`config.mk`:
```
export PLATFORM = sky130hd
export DESIGN_NAME = scan_sequencer
export DESIGN_NICKNAME = d
export VERILOG_FILES = /design/src/rtl/scan_pkg.sv /design/src/rtl/scan_timer.sv /design/src/rtl/scan_sequencer.sv
export SDC_FILE = /design/constraint.sdc
export NUM_CORES = 1
export LEC_CHECK = 0
export BUFFER_PORTS_ARGS = -buffer_cell sky130_fd_sc_hd__clkbuf_2
export CORE_ASPECT_RATIO = 0.8
export CORE_MARGIN = 4
export CORE_UTILIZATION = 47
export CTS_CLUSTER_SIZE = 12
export DETAILED_ROUTE_END_ITERATION = 6
export GPL_TIMING_DRIVEN = 0
export PLACE_DENSITY = 0.75
export SKIP_LAST_GASP = 1
export SLEW_MARGIN = 20
export SYNTH_ARGS = -nofsm -noshare
export SYNTH_HDL_FRONTEND = slang
export SYNTH_HIERARCHICAL = 1
export SYNTH_SLANG_ARGS = --single-unit
```
`constraint.sdc`:
```
create_clock -name clk -period 5.05 [get_ports clk]
set_input_delay 1.01 -clock clk [delete_from_list [all_inputs] [get_ports clk]]
set_output_delay 1.01 -clock clk [all_outputs]
set_load 0.05 [all_outputs]
```
`src/rtl/scan_pkg.sv`:
```
// Shared types and constants for the scan sequencer and its timer.
package scan_pkg;

  // Sequencer phases: idle, blanking gap before a position, driving a position.
  typedef enum logic [1:0] {
    StIdle,
    StBlank,
    StDrive
  } state_e;

  // Decoder enable patterns, ordered {G1, G2A, G2B}.
  localparam logic [2:0] EN_ON  = 3'b100;
  localparam logic [2:0] EN_OFF = 3'b011;

  // Blanking cycles inserted before each drive phase (legal 1..15).
  localparam int unsigned BLANK_CYC_DEFAULT = 2;

  // True in the phases where the sequencer is actively scanning.
  function automatic logic is_busy(state_e s);
    return s != StIdle;
  endfunction

endpackage

```
`src/rtl/scan_timer.sv`:
```
// Loadable down-counter shared by the blank and dwell phases.
// tc is high while the count sits at zero; a load takes priority over counting.
module scan_timer #(
  parameter int unsigned W = 16
) (
  input  logic         clk,
  input  logic         rst,
  input  logic         load,
  input  logic [W-1:0] load_val,
  output logic         tc
);

  logic [W-1:0] cnt_q;

  // Load on strobe, otherwise count down and park at zero.
  always_ff @(posedge clk or posedge rst) begin
    if (rst) begin
      cnt_q <= '0;
    end else if (load) begin
      cnt_q <= load_val;
    end else if (cnt_q != '0) begin
      cnt_q <= cnt_q - W'(1);
    end
  end

  assign tc = (cnt_q == '0);

endmodule

```
`src/rtl/scan_sequencer.sv`:
```
// Scan sequencer driving a 3-to-8 active-low decoder: select lines {C,B,A} and
// enables G1/G2A/G2B. Each position gets BLANK_CYC blanking cycles followed by
// max(dwell,1) drive cycles. One-shot or continuous sweeps over 0..last_idx.
// Build option: define SCAN_PINGPONG_EN for a bouncing order 0,1,..,L,L-1,..,1
// (a direction register is added); undefined gives the wrapping order 0..L.
module scan_sequencer
  import scan_pkg::*;
#(
  parameter int unsigned DWELL_W   = 16,
  parameter int unsigned BLANK_CYC = BLANK_CYC_DEFAULT
) (
  input  logic               clk,
  input  logic               rst,
  input  logic               en,
  input  logic               cont,
  input  logic [DWELL_W-1:0] dwell,
  input  logic [2:0]         last_idx,
  output logic               C,
  output logic               B,
  output logic               A,
  output logic               G1,
  output logic               G2A,
  output logic               G2B,
  output logic               busy,
  output logic               sweep_done
);

  // Timer must hold both the dwell reload and the blank reload (up to 14).
  localparam int unsigned TW = (DWELL_W > 4) ? DWELL_W : 4;

  state_e     state_q, state_d;
  logic [2:0] idx_q, idx_d;
  logic [2:0] last_q, last_d;
  logic       armed_q, armed_d;
  logic       done_q, done_d;
  logic [2:0] en_pat_q, en_pat_d;
  logic       busy_q, busy_d;

  logic          tmr_load;
  logic [TW-1:0] tmr_val;
  logic          tmr_tc;
  logic [TW-1:0] blank_ld;
  logic [TW-1:0] dwell_ld;

  logic       sweep_end;
  logic [2:0] idx_step;
`ifdef SCAN_PINGPONG_EN
  logic dir_q, dir_d, dir_step;  // 0 = counting up, 1 = counting down
`endif

  assign blank_ld = TW'(BLANK_CYC - 1);

  // Dwell reload value; a dwell of 0 behaves as 1 cycle.
  always_comb begin
    dwell_ld = '0;
    if (dwell != '0) begin
      dwell_ld[DWELL_W-1:0] = dwell - DWELL_W'(1);
    end
  end

`ifdef SCAN_PINGPONG_EN
  // Next position in bouncing order and whether this drive closes the sweep.
  always_comb begin
    sweep_end = 1'b0;
    idx_step  = idx_q;
    dir_step  = dir_q;
    if (last_q == 3'd0) begin
      sweep_end = 1'b1;
    end else if (!dir_q) begin
      if (idx_q != last_q) begin
        idx_step = idx_q + 3'd1;
      end else if (last_q == 3'd1) begin
        sweep_end = 1'b1;
      end else begin
        dir_step = 1'b1;
        idx_step = idx_q - 3'd1;
      end
    end else begin
      if (idx_q > 3'd1) begin
        idx_step = idx_q - 3'd1;
      end else begin
        sweep_end = 1'b1;
      end
    end
  end
`else
  // Next position in wrapping order and whether this drive closes the sweep.
  always_comb begin
    sweep_end = (idx_q == last_q);
    idx_step  = idx_q + 3'd1;
  end
`endif

  // Next-state logic; dropping en aborts a sweep ahead of any completion.
  always_comb begin
    state_d  = state_q;
    idx_d    = idx_q;
    last_d   = last_q;
    armed_d  = armed_q;
    done_d   = 1'b0;
    tmr_load = 1'b0;
    tmr_val  = blank_ld;
`ifdef SCAN_PINGPONG_EN
    dir_d    = dir_q;
`endif
    if (state_q != StIdle && !en) begin
      state_d = StIdle;
      idx_d   = 3'd0;
      armed_d = 1'b1;
`ifdef SCAN_PINGPONG_EN
      dir_d   = 1'b0;
`endif
    end else begin
      unique case (state_q)
        StIdle: begin
          if (!en) begin
            armed_d = 1'b1;
          end else if (armed_q) begin
            state_d  = StBlank;
            idx_d    = 3'd0;
            last_d   = last_idx;
            tmr_load = 1'b1;
          end
        end
        StBlank: begin
          if (tmr_tc) begin
            state_d  = StDrive;
            tmr_load = 1'b1;
            tmr_val  = dwell_ld;
          end
        end
        StDrive: begin
          if (tmr_tc) begin
            if (sweep_end) begin
              done_d = 1'b1;
              idx_d  = 3'd0;
`ifdef SCAN_PINGPONG_EN
              dir_d  = 1'b0;
`endif
              if (cont) begin
                state_d  = StBlank;
                last_d   = last_idx;
                tmr_load = 1'b1;
              end else begin
                state_d = StIdle;
                armed_d = 1'b0;
              end
            end else begin
              state_d  = StBlank;
              idx_d    = idx_step;
              tmr_load = 1'b1;
`ifdef SCAN_PINGPONG_EN
              dir_d    = dir_step;
`endif
            end
          end
        end
        default: state_d = StIdle;
      endcase
    end
    en_pat_d = (state_d == StDrive) ? EN_ON : EN_OFF;
    busy_d   = is_busy(state_d);
  end

  // State and registered outputs.
  always_ff @(posedge clk or posedge rst) begin
    if (rst) begin
      state_q  <= StIdle;
      idx_q    <= 3'd0;
      last_q   <= 3'd0;
      armed_q  <= 1'b1;
      done_q   <= 1'b0;
      en_pat_q <= EN_OFF;
      busy_q   <= 1'b0;
`ifdef SCAN_PINGPONG_EN
      dir_q    <= 1'b0;
`endif
    end else begin
      state_q  <= state_d;
      idx_q    <= idx_d;
      last_q   <= last_d;
      armed_q  <= armed_d;
      done_q   <= done_d;
      en_pat_q <= en_pat_d;
      busy_q   <= busy_d;
`ifdef SCAN_PINGPONG_EN
      dir_q    <= dir_d;
`endif
    end
  end

  scan_timer #(
    .W(TW)
  ) u_timer (
    .clk     (clk),
    .rst     (rst),
    .load    (tmr_load),
    .load_val(tmr_val),
    .tc      (tmr_tc)
  );

  assign {C, B, A}       = idx_q;
  assign {G1, G2A, G2B}  = en_pat_q;
  assign busy            = busy_q;
  assign sweep_done      = done_q;

endmodule

```
==> results of run 1 <==
-- cell usage after synthesis (all sizes together) --
master and number:
o21ai 8, o211ai 1, or4 4, or4bb 1, and3 1, nor4b 2
nand3 10, xor2 15, o311a 1, mux2i 2, o311ai 1, nor3 9
dfrtp 27, a31oi 2, o221ai 2, nor4 9, a31o 1, or2b 1
a22o 4, clkinv 1, nor2b 2, clkbuf 7, and2 2, o31ai 9
nor2 30, or4b 1, a311oi 1, dfstp 2, mux2 3, nand3b 4
nand2b 2, nor3b 1, xnor2 12, inv 11, or3 3, o41ai 1
nand4b 4, nand2 24, and4 1, nand4 6, buf 2, a21oi 4
o41a 1, ha 3
-- through the flow --
step	instance area [µm²]	setup WS (ns)	instances
2_1_floorplan	2060	2.10	238
3_3_place_gp	2280	1.48	325
3_5_place_dp	2280	1.37	325
4_1_cts	2360	1.36	333
5_1_grt	2360	1.12	333
6_report	2360	1.34	333
-- metal layers --
metal	GRT usage, %	share of wire [%]
met1	28.1	53
met3	5.33	5.2
met4	4.36	0.73
met5	0	0
met2	25.8	41
-- kinds of logic after synthesis --
group | Yosys count
simple gates | 117
fa+ha+maj | 3
xor+xnor | 27
mux | 5
compound gates | 36
buf+inv | 21
flops | 29
-- state kept, by name, summed over array words and instances, names as in the netlist --
name	count
en_pat_q	2
state_q	2
last_q	3
armed_q	1
busy	1
u_timer/cnt_q	16
idx_q	3
sweep_done	1
-- worst max-delay path, cell delays in order, from the launching register on --
cell and delay (ns):
sky130_fd_sc_hd__dfrtp_1 0.43, sky130_fd_sc_hd__nor4_1 0.79, sky130_fd_sc_hd__and4_1 0.31, sky130_fd_sc_hd__clkbuf_1 0.39, sky130_fd_sc_hd__inv_1 0.14, sky130_fd_sc_hd__or3_1 0.41
sky130_fd_sc_hd__nand3_1 0.10, sky130_fd_sc_hd__clkbuf_1 0.28, sky130_fd_sc_hd__clkbuf_1 0.44, sky130_fd_sc_hd__nor3_1 0.10, sky130_fd_sc_hd__a311oi_1 0.23
-- area by class of cell --
cell class	count	area [µm²]
clock buffer	6	72.6
fill	405	1840
clock inverter	2	10.0
multi-input combinational	188	1240
timing repair buffer	30	150
buffer	9	45.0
inverter	12	45.0
sequential	29	728
tap	57	71.3
-- report_power, final --
part	internal [mW]	total [mW]	leakage, nW	switching [mW]
Sequential	0.296	0.375	0.372	0.0790
Combinational	0.175	0.412	0.554	0.237
Clock	0.0952	0.184	0.0450	0.0890
-- worst max-delay path by stage --
stage	startpoint	end	cells after the start
after floorplan	u_timer/cnt_q[2]$_DFFE_PP0P_	u_timer/cnt_q[1]$_DFFE_PP0P_	10
after global placement	u_timer/cnt_q[2]$_DFFE_PP0P_	u_timer/cnt_q[1]$_DFFE_PP0P_	10
after detailed placement	u_timer/cnt_q[2]$_DFFE_PP0P_	u_timer/cnt_q[1]$_DFFE_PP0P_	10
after CTS	u_timer/cnt_q[2]$_DFFE_PP0P_	u_timer/cnt_q[1]$_DFFE_PP0P_	10
after global routing	u_timer/cnt_q[2]$_DFFE_PP0P_	u_timer/cnt_q[1]$_DFFE_PP0P_	10
final	u_timer/cnt_q[2]$_DFFE_PP0P_	u_timer/cnt_q[1]$_DFFE_PP0P_	10
==> impl_table.tex, run 1 <==
\begin{tabular}{lr}
\hline
Metric & Value \\
\hline
\multicolumn{2}{l}{\textbf{STA}} \\
\quad Final min period & roughly 3.7 ns \\
\quad Min Hold Slack & $\sim$0.5 ns \\
\quad Final setup violating endpoints & 0 \\
\quad Count of final hold-check violations & 0 \\
\quad Final-report max-slew violation count & 0 \\
\quad Setup\_tns & 0 ns \\
\quad Relative slew margins & between 40 and 50\% \\
\quad Final critical-path share of the clock period & about 73\% \\
\quad Max Fclk & 270 MHz \\
\quad Unrepaired setup endpoints after global routing & false \\
\quad Setup skew after layout & 0.00538 ns \\
\quad Transition time at the pin with the least slew margin & $\sim$0.88 ns \\
\multicolumn{2}{l}{\textbf{Layout}} \\
\quad Area Overhead vs Synth & 14.8\% \\
\quad Ant diodes & 0 \\
\quad Final \#Nets & roughly 300 \\
\quad Commonest cells after routing, fill and taps aside & 30 x sky130\_fd\_sc\_hd\_\_nor2\_1, 30 x sky130\_fd\_sc\_hd\_\_clkbuf\_2, 27 x sky130\_fd\_sc\_hd\_\_dfrtp\_1 \\
\quad Layout cells sized above 1 & around 18\% \\
\quad Final design utilization & between 50\% and 60\% \\
\multicolumn{2}{l}{\textbf{Hold path}} \\
\quad Kind of path behind the tightest hold check & reg -> reg \\
\quad Hold path endpoint & armed\_q\$\_DFFE\_PP1P\_ \\
\quad Worst hold path stage count & 2 \\
\quad Worst Hold Launch & armed\_q\$\_DFFE\_PP1P\_ \\
\multicolumn{2}{l}{\textbf{Die}} \\
\quad Area of the core & $\sim$0.0042 mm² \\
\quad Die outline area & roughly 0.0055 mm² \\
\quad Starting density of the core & 49.0\% \\
\quad Number of rows created at floorplan & 21 \\
\quad Die X & slightly above 80 µm \\
\quad Vertical die dimension & between 60 and 70 µm \\
\quad IO Pins & 31 \\
\multicolumn{2}{l}{\textbf{Clock tree}} \\
\quad Skew-Pair Late Insertion Delay & 0.28 ns \\
\quad Post-CTS Setup Bufs & 0 \\
\quad Clock tree from TritonCTS & yes \\
\quad Post-cts hold buffer count & 0 \\
\quad CTS H-Tree Depth & 2 \\
\quad Cts repair resizes & 0 \\
\quad Clock buffer count from CTS & 5 \\
\quad Clock-pin slew reported for the worst setup and hold paths after clock tree synthesis & about 0.06 ns \\
\quad CTS Buffer Depth & 2 \\
\quad Buffer type at the clock tree root & sky130\_fd\_sc\_hd\_\_clkbuf\_8 \\
\quad Clock Sink Count & 29 \\
\multicolumn{2}{l}{\textbf{Placed design}} \\
\quad Count of buffers from port buffering & 30 \\
\quad Sum of net half-perimeters after detailed placement & 3.55 mm \\
\quad Routability Congestion & between 0.8 and 0.9 \\
\multicolumn{2}{l}{\textbf{Global route}} \\
\quad Maximum number of pins on one net before global-route repair & 17 \\
\quad Global Route Usage Sum & a little under a fifth \\
\quad Vias in the first global route & between 1500 and 2000 \\
\quad Global-route wire length before repair & just under 8 mm \\
\quad Congestion Overflow GR & 0 \\
\quad Number of antenna violations at the first check in global routing & 0 \\
\multicolumn{2}{l}{\textbf{Power}} \\
\quad Power density over the cells & approximately 410 mW/mm² \\
\quad Maximum vdd drop & 0.188 mV \\
\quad Power consumption & 0.971 mW \\
\quad Reported leakage power & $\sim$0.97 nW \\
\multicolumn{2}{l}{\textbf{Routing}} \\
\quad First-pass DRT Iterations & 4 \\
\quad Detailed router's first-iteration violation count & about 140 \\
\quad Number of routed nets with antenna violations & 0 \\
\quad Avg WL per Cell & 14.0 µm \\
\quad Post-detailed-route via-to-cell ratio & 5.37 \\
\quad Detailed-route wire length & between 4 and 5 mm \\
\quad DRC violation count after routing & 0 \\
\quad Via total after detailed routing & around 1800 \\
\multicolumn{2}{l}{\textbf{Synth}} \\
\quad Fraction of the mapped netlist area in compound gates & about an eighth \\
\quad Number of synthesized register bits & 29 \\
\quad Simple-gate area share of the yosys netlist & between 30\% and 40\% \\
\quad XOR/XNOR share of the synthesized area & approximately 11\% \\
\quad Synthesized cell area & slightly above 0.002 mm² \\
\quad Sequential cell area fraction in the yosys report & between 30\% and 40\% \\
\quad Area share of the leading cell type in the synthesized netlist & 32.8\% \\
\quad Post-Syn Area per Cell & between 8 and 9 µm² \\
\quad Post-Synth Adder-Cell Area & around 1.8\% \\
\quad Post-Synthesis Cells & 238 \\
\quad Yosys warning total & 6 \\
\quad Most area-consuming cells after synthesis & sky130\_fd\_sc\_hd\_\_dfrtp\_1 33\%, sky130\_fd\_sc\_hd\_\_xor2\_1 6.4\%, sky130\_fd\_sc\_hd\_\_nor2\_1 5.5\%, sky130\_fd\_sc\_hd\_\_xnor2\_1 5.1\%, sky130\_fd\_sc\_hd\_\_nand2\_1 4.2\% \\
\quad Proportion of synthesized area in mux cells & about 2.6\% \\
\quad Post-synthesis net count & roughly 260 \\
\quad Post-synth cell types & about 50 \\
\quad Largest family of logic cells by synthesized area & simple AND/OR/NAND/NOR gates \\
\quad Cell accounting for the most synthesized area & sky130\_fd\_sc\_hd\_\_dfrtp\_1 \\
\multicolumn{2}{l}{\textbf{Job}} \\
\quad Maximum Capacitance Violations & 0 \\
\multicolumn{2}{l}{\textbf{Setup path}} \\
\quad Startpoint-to-endpoint class of the critical path & reg -> reg \\
\quad Worst-path fanout max & 11 \\
\quad FF-to-FF setup slack & 1.34 ns \\
\quad Worst Setup Start Kind & register \\
\quad Capturing element type of the critical path & register \\
\quad Required time of the critical path & approximately 5.2 ns \\
\quad Critical path arrival & 3.89 ns \\
\quad Startpoint of the lowest-slack register-to-register path & u\_timer/cnt\_q[2]\$\_DFFE\_PP0P\_ \\
\quad R2R depth & 10 \\
\quad Capture instance of the worst register-to-register path & u\_timer/cnt\_q[1]\$\_DFFE\_PP0P\_ \\
\multicolumn{2}{l}{\textbf{Run status}} \\
\quad Status & finished clean \\
\hline
\end{tabular}
(Power assumes the default switching activity.)
==> inputs of run 2 (changes only) <==
clock period = 3.5 ns   (was 5.05 ns; I/O delays follow)
==> run 2 against run 1 <==
- final cell count decreased by 0.30%
- critical path depth fell by 1
- register-to-register slack got worse by 0.98 ns
- first-iteration DRC count rose by 16%
- count of clock-buffer cells in the layout is the same
- highest routed layer unchanged
- largest cell class unchanged
- design area up 0.21%
- flip-flop and latch count is the same
==> impl_table.tex, run 2 (synthesis gave the netlist of run 1 again) <==
\begin{tabular}{lr}
\hline
Metric & Value \\
\hline
\multicolumn{2}{l}{\textbf{STA}} \\
\quad Max Fclk & 319 MHz (+18\%) \\
\quad Count of final hold-check violations & 0 (unchanged) \\
\quad Setup skew after layout & 0.00487 ns (-0.000507 ns) \\
\quad Min Hold Slack & 0.430 ns (-0.0680 ns) \\
\quad Relative slew margins & 55.7\% (+15 points) \\
\quad Final critical-path share of the clock period & 89.6\% (+16 points) \\
\quad Final min period & 3.14 ns (-0.573 ns) \\
\quad Transition time at the pin with the least slew margin & 0.658 ns (-0.217 ns) \\
\quad Final setup violating endpoints & 0 (unchanged) \\
\quad Unrepaired setup endpoints after global routing & false \\
\quad Fin worst setup slack & 0.365 ns (-0.977 ns) \\
\quad Final-report max-slew violation count & 0 (unchanged) \\
\multicolumn{2}{l}{\textbf{Die}} \\
\quad Starting density of the core & 49.0\% (unchanged) \\
\quad Vertical die dimension & 67.2 µm (unchanged) \\
\quad Die outline area & 0.00551 mm² (unchanged) \\
\quad Die X & 82.0 µm (unchanged) \\
\quad Number of rows created at floorplan & 21 (unchanged) \\
\quad Area of the core & 0.00420 mm² (unchanged) \\
\quad IO Pins & 31 (unchanged) \\
\multicolumn{2}{l}{\textbf{Hold path}} \\
\quad Kind of path behind the tightest hold check & in -> async \\
\multicolumn{2}{l}{\textbf{Layout}} \\
\quad Final \#Nets & 300 (-0.33\%) \\
\quad Area Overhead vs Synth & 15.0\% \\
\quad Commonest cells after routing, fill and taps aside & 31 x sky130\_fd\_sc\_hd\_\_clkbuf\_2, 30 x sky130\_fd\_sc\_hd\_\_nor2\_1, 27 x sky130\_fd\_sc\_hd\_\_dfrtp\_1 \\
\quad Ant diodes & 0 (unchanged) \\
\quad Final design utilization & 56.4\% (+0.12 points) \\
\quad Max FFs per register & 16 (unchanged) \\
\quad Commonest non-fill, non-tap cell in the layout & sky130\_fd\_sc\_hd\_\_clkbuf\_2 \\
\quad Filler cell count in the final layout & 401 (-0.99\%) \\
\quad Final standard cell count with taps included and fillers excluded & 332 (-0.30\%) \\
\quad Registers with the most flip-flops & u\_timer/cnt\_q x16, idx\_q x3, last\_q x3 \\
\quad Top register by number of flip-flops & u\_timer/cnt\_q \\
\quad Layout cells sized above 1 & 19.6\% (+1.2 points) \\
\quad Final cell area excluding filler cells & 0.00237 mm² (+0.21\%) \\
\multicolumn{2}{l}{\textbf{Clock tree}} \\
\quad Post-CTS Setup Bufs & 0 (unchanged) \\
\quad CTS H-Tree Depth & 2 (unchanged) \\
\quad CTS Buffer Depth & 2 (unchanged) \\
\quad Clock buffer count from CTS & 5 (unchanged) \\
\quad Clock tree from TritonCTS & yes \\
\quad Buffer type at the clock tree root & sky130\_fd\_sc\_hd\_\_clkbuf\_8 \\
\quad Clock Sink Count & 29 (unchanged) \\
\quad Clock-pin slew reported for the worst setup and hold paths after clock tree synthesis & 0.06 ns (about the same) \\
\quad Skew-Pair Late Insertion Delay & 0.28 ns (about the same) \\
\multicolumn{2}{l}{\textbf{Setup path}} \\
\quad Buf/Inv on CP & 3 (-1) \\
\quad Worst Setup Start Kind & register \\
\quad Worst-path fanout max & 11 (unchanged) \\
\quad Startpoint-to-endpoint class of the critical path & reg -> reg \\
\quad Capturing element type of the critical path & register \\
\quad CP Cell Sequence & nor4\_1 -> and4\_2 -> inv\_1 -> or3\_1 -> nand3\_1 -> clkbuf\_1 -> clkinv\_1 -> o311ai\_0 -> nand3\_1 \\
\quad Critical path arrival & 3.28 ns (-0.61 ns) \\
\quad Critical path's most frequent cell & sky130\_fd\_sc\_hd\_\_nand3\_1 \\
\quad Required time of the critical path & 3.65 ns (-1.58 ns) \\
\quad Gate family responsible for the most delay along the worst path & simple AND/OR/NAND/NOR gates \\
\quad Largest incremental delay on the critical path & 0.55 ns (-0.24 ns) \\
\quad Slowest-stage cell, CP & sky130\_fd\_sc\_hd\_\_nor4\_1 \\
\multicolumn{2}{l}{\textbf{Routing}} \\
\quad Number of routed nets with antenna violations & 0 (unchanged) \\
\quad Detailed router's first-iteration violation count & 161 (+16\%) \\
\quad Post-detailed-route via-to-cell ratio & 5.46 (+1.6\%) \\
\quad Detailed-route wire length & 4.64 mm (-0.34\%) \\
\quad First-pass DRT Iterations & 4 (unchanged) \\
\quad Avg WL per Cell & 14.0 µm (about the same) \\
\quad DRC violation count after routing & 0 (unchanged) \\
\quad Via total after detailed routing & 1813 (+1.3\%) \\
\multicolumn{2}{l}{\textbf{Placed design}} \\
\quad Setup slack at placement & -0.183 ns (-1.55 ns) \\
\quad Instance count after placement with tap cells included & 325 (unchanged) \\
\quad Sum of net half-perimeters after detailed placement & 3.55 mm (unchanged) \\
\quad Area after detailed placement & 0.00228 mm² (unchanged) \\
\quad Count of buffers from port buffering & 30 (unchanged) \\
\quad Routability Congestion & 0.870 (unchanged) \\
\multicolumn{2}{l}{\textbf{Power}} \\
\quad Maximum vdd drop & 0.273 mV (+45\%) \\
\quad Power density over the cells & 593 mW/mm² (+44\%) \\
\quad Reported leakage power & 0.974 nW (+0.32\%) \\
\multicolumn{2}{l}{\textbf{Global route}} \\
\quad Maximum number of pins on one net before global-route repair & 17 (unchanged) \\
\quad Global Route Usage Sum & 18.6\% (unchanged) \\
\quad Global-route wire length before repair & 7.71 mm (unchanged) \\
\quad Number of antenna violations at the first check in global routing & 0 (unchanged) \\
\quad Vias in the first global route & 1614 (unchanged) \\
\quad Congestion Overflow GR & 0 (unchanged) \\
\multicolumn{2}{l}{\textbf{Run status}} \\
\quad Status & finished clean \\
\multicolumn{2}{l}{\textbf{Job}} \\
\quad Maximum Capacitance Violations & 0 (unchanged) \\
\hline
\end{tabular}
-- run 2: path summary, 6_finish.rpt --
| kind | from | to | slack [ns] | depth (start not counted) |
|---|---|---|---|---|
| worst min-delay path | rst | last_q[1]$_DFFE_PP0P_ | 0.43 | 2 |
| worst min register to register | armed_q$_DFFE_PP1P_ | armed_q$_DFFE_PP1P_ | 0.50 | 2 |
| min in group clk | armed_q$_DFFE_PP1P_ | armed_q$_DFFE_PP1P_ | 0.50 | 2 |
| worst max register to register | u_timer/cnt_q[12]$_DFFE_PP0P_ | u_timer/cnt_q[15]$_DFFE_PP0P_ | 0.37 | 9 |
| worst max-delay path | u_timer/cnt_q[12]$_DFFE_PP0P_ | u_timer/cnt_q[15]$_DFFE_PP0P_ | 0.37 | 9 |
| max in group asynchronous | rst | u_timer/cnt_q[15]$_DFFE_PP0P_ | 2.63 | 2 |
-- run 2: power by group --
| group | switching [mW] | internal, mW | total (mW) |
|---|---|---|---|
| Combinational | 0.339 | 0.256 | 0.595 |
| Clock | 0.130 | 0.137 | 0.267 |
| Sequential | 0.116 | 0.427 | 0.543 |
-- run 2: cell type report --
class / count / area (µm²) / area share [%]
plain buffers: 8 / 42.5 / 1.80
clock buffers: 6 / 72.6 / 3.06
clock inverters: 2 / 10.0 / 0.422
inverters: 12 / 45.0 / 1.90
multi-input cells: 188 / 1250 / 52.7
flip-flops and latches: 29 / 728 / 30.7
well taps: 57 / 71.3 / 3.01
repair buffers: 30 / 150 / 6.34
-- run 2: timing repair --
| item | CTS | global route |
|---|---|---|
| endpoints found under the hold margin | 0 | 0 |
| hold buffers | 0 | 0 |
| resized for setup | 1 | 3 |
| setup endpoints to repair | 15 | 16 |
-- run 2: per-layer routing --
| metal | track usage (%) | part of all wire [%] |
|---|---|---|
| met5 | 0 | 0 |
| met2 | 25.8 | 41 |
| met4 | 4.36 | 1.2 |
| met3 | 5.33 | 6.3 |
| met1 | 28.1 | 51 |
-- run 2: stage by stage --
| step | setup TNS [ns] | power, mW |
|---|---|---|
| floorplan | 0 | 0.977 |
| global placement | -0.148 | 1.10 |
| detailed placement | -0.661 | 1.13 |
| CTS | 0 | 1.40 |
| global route | 0 | 1.51 |
| finish | 0 | 1.40 |
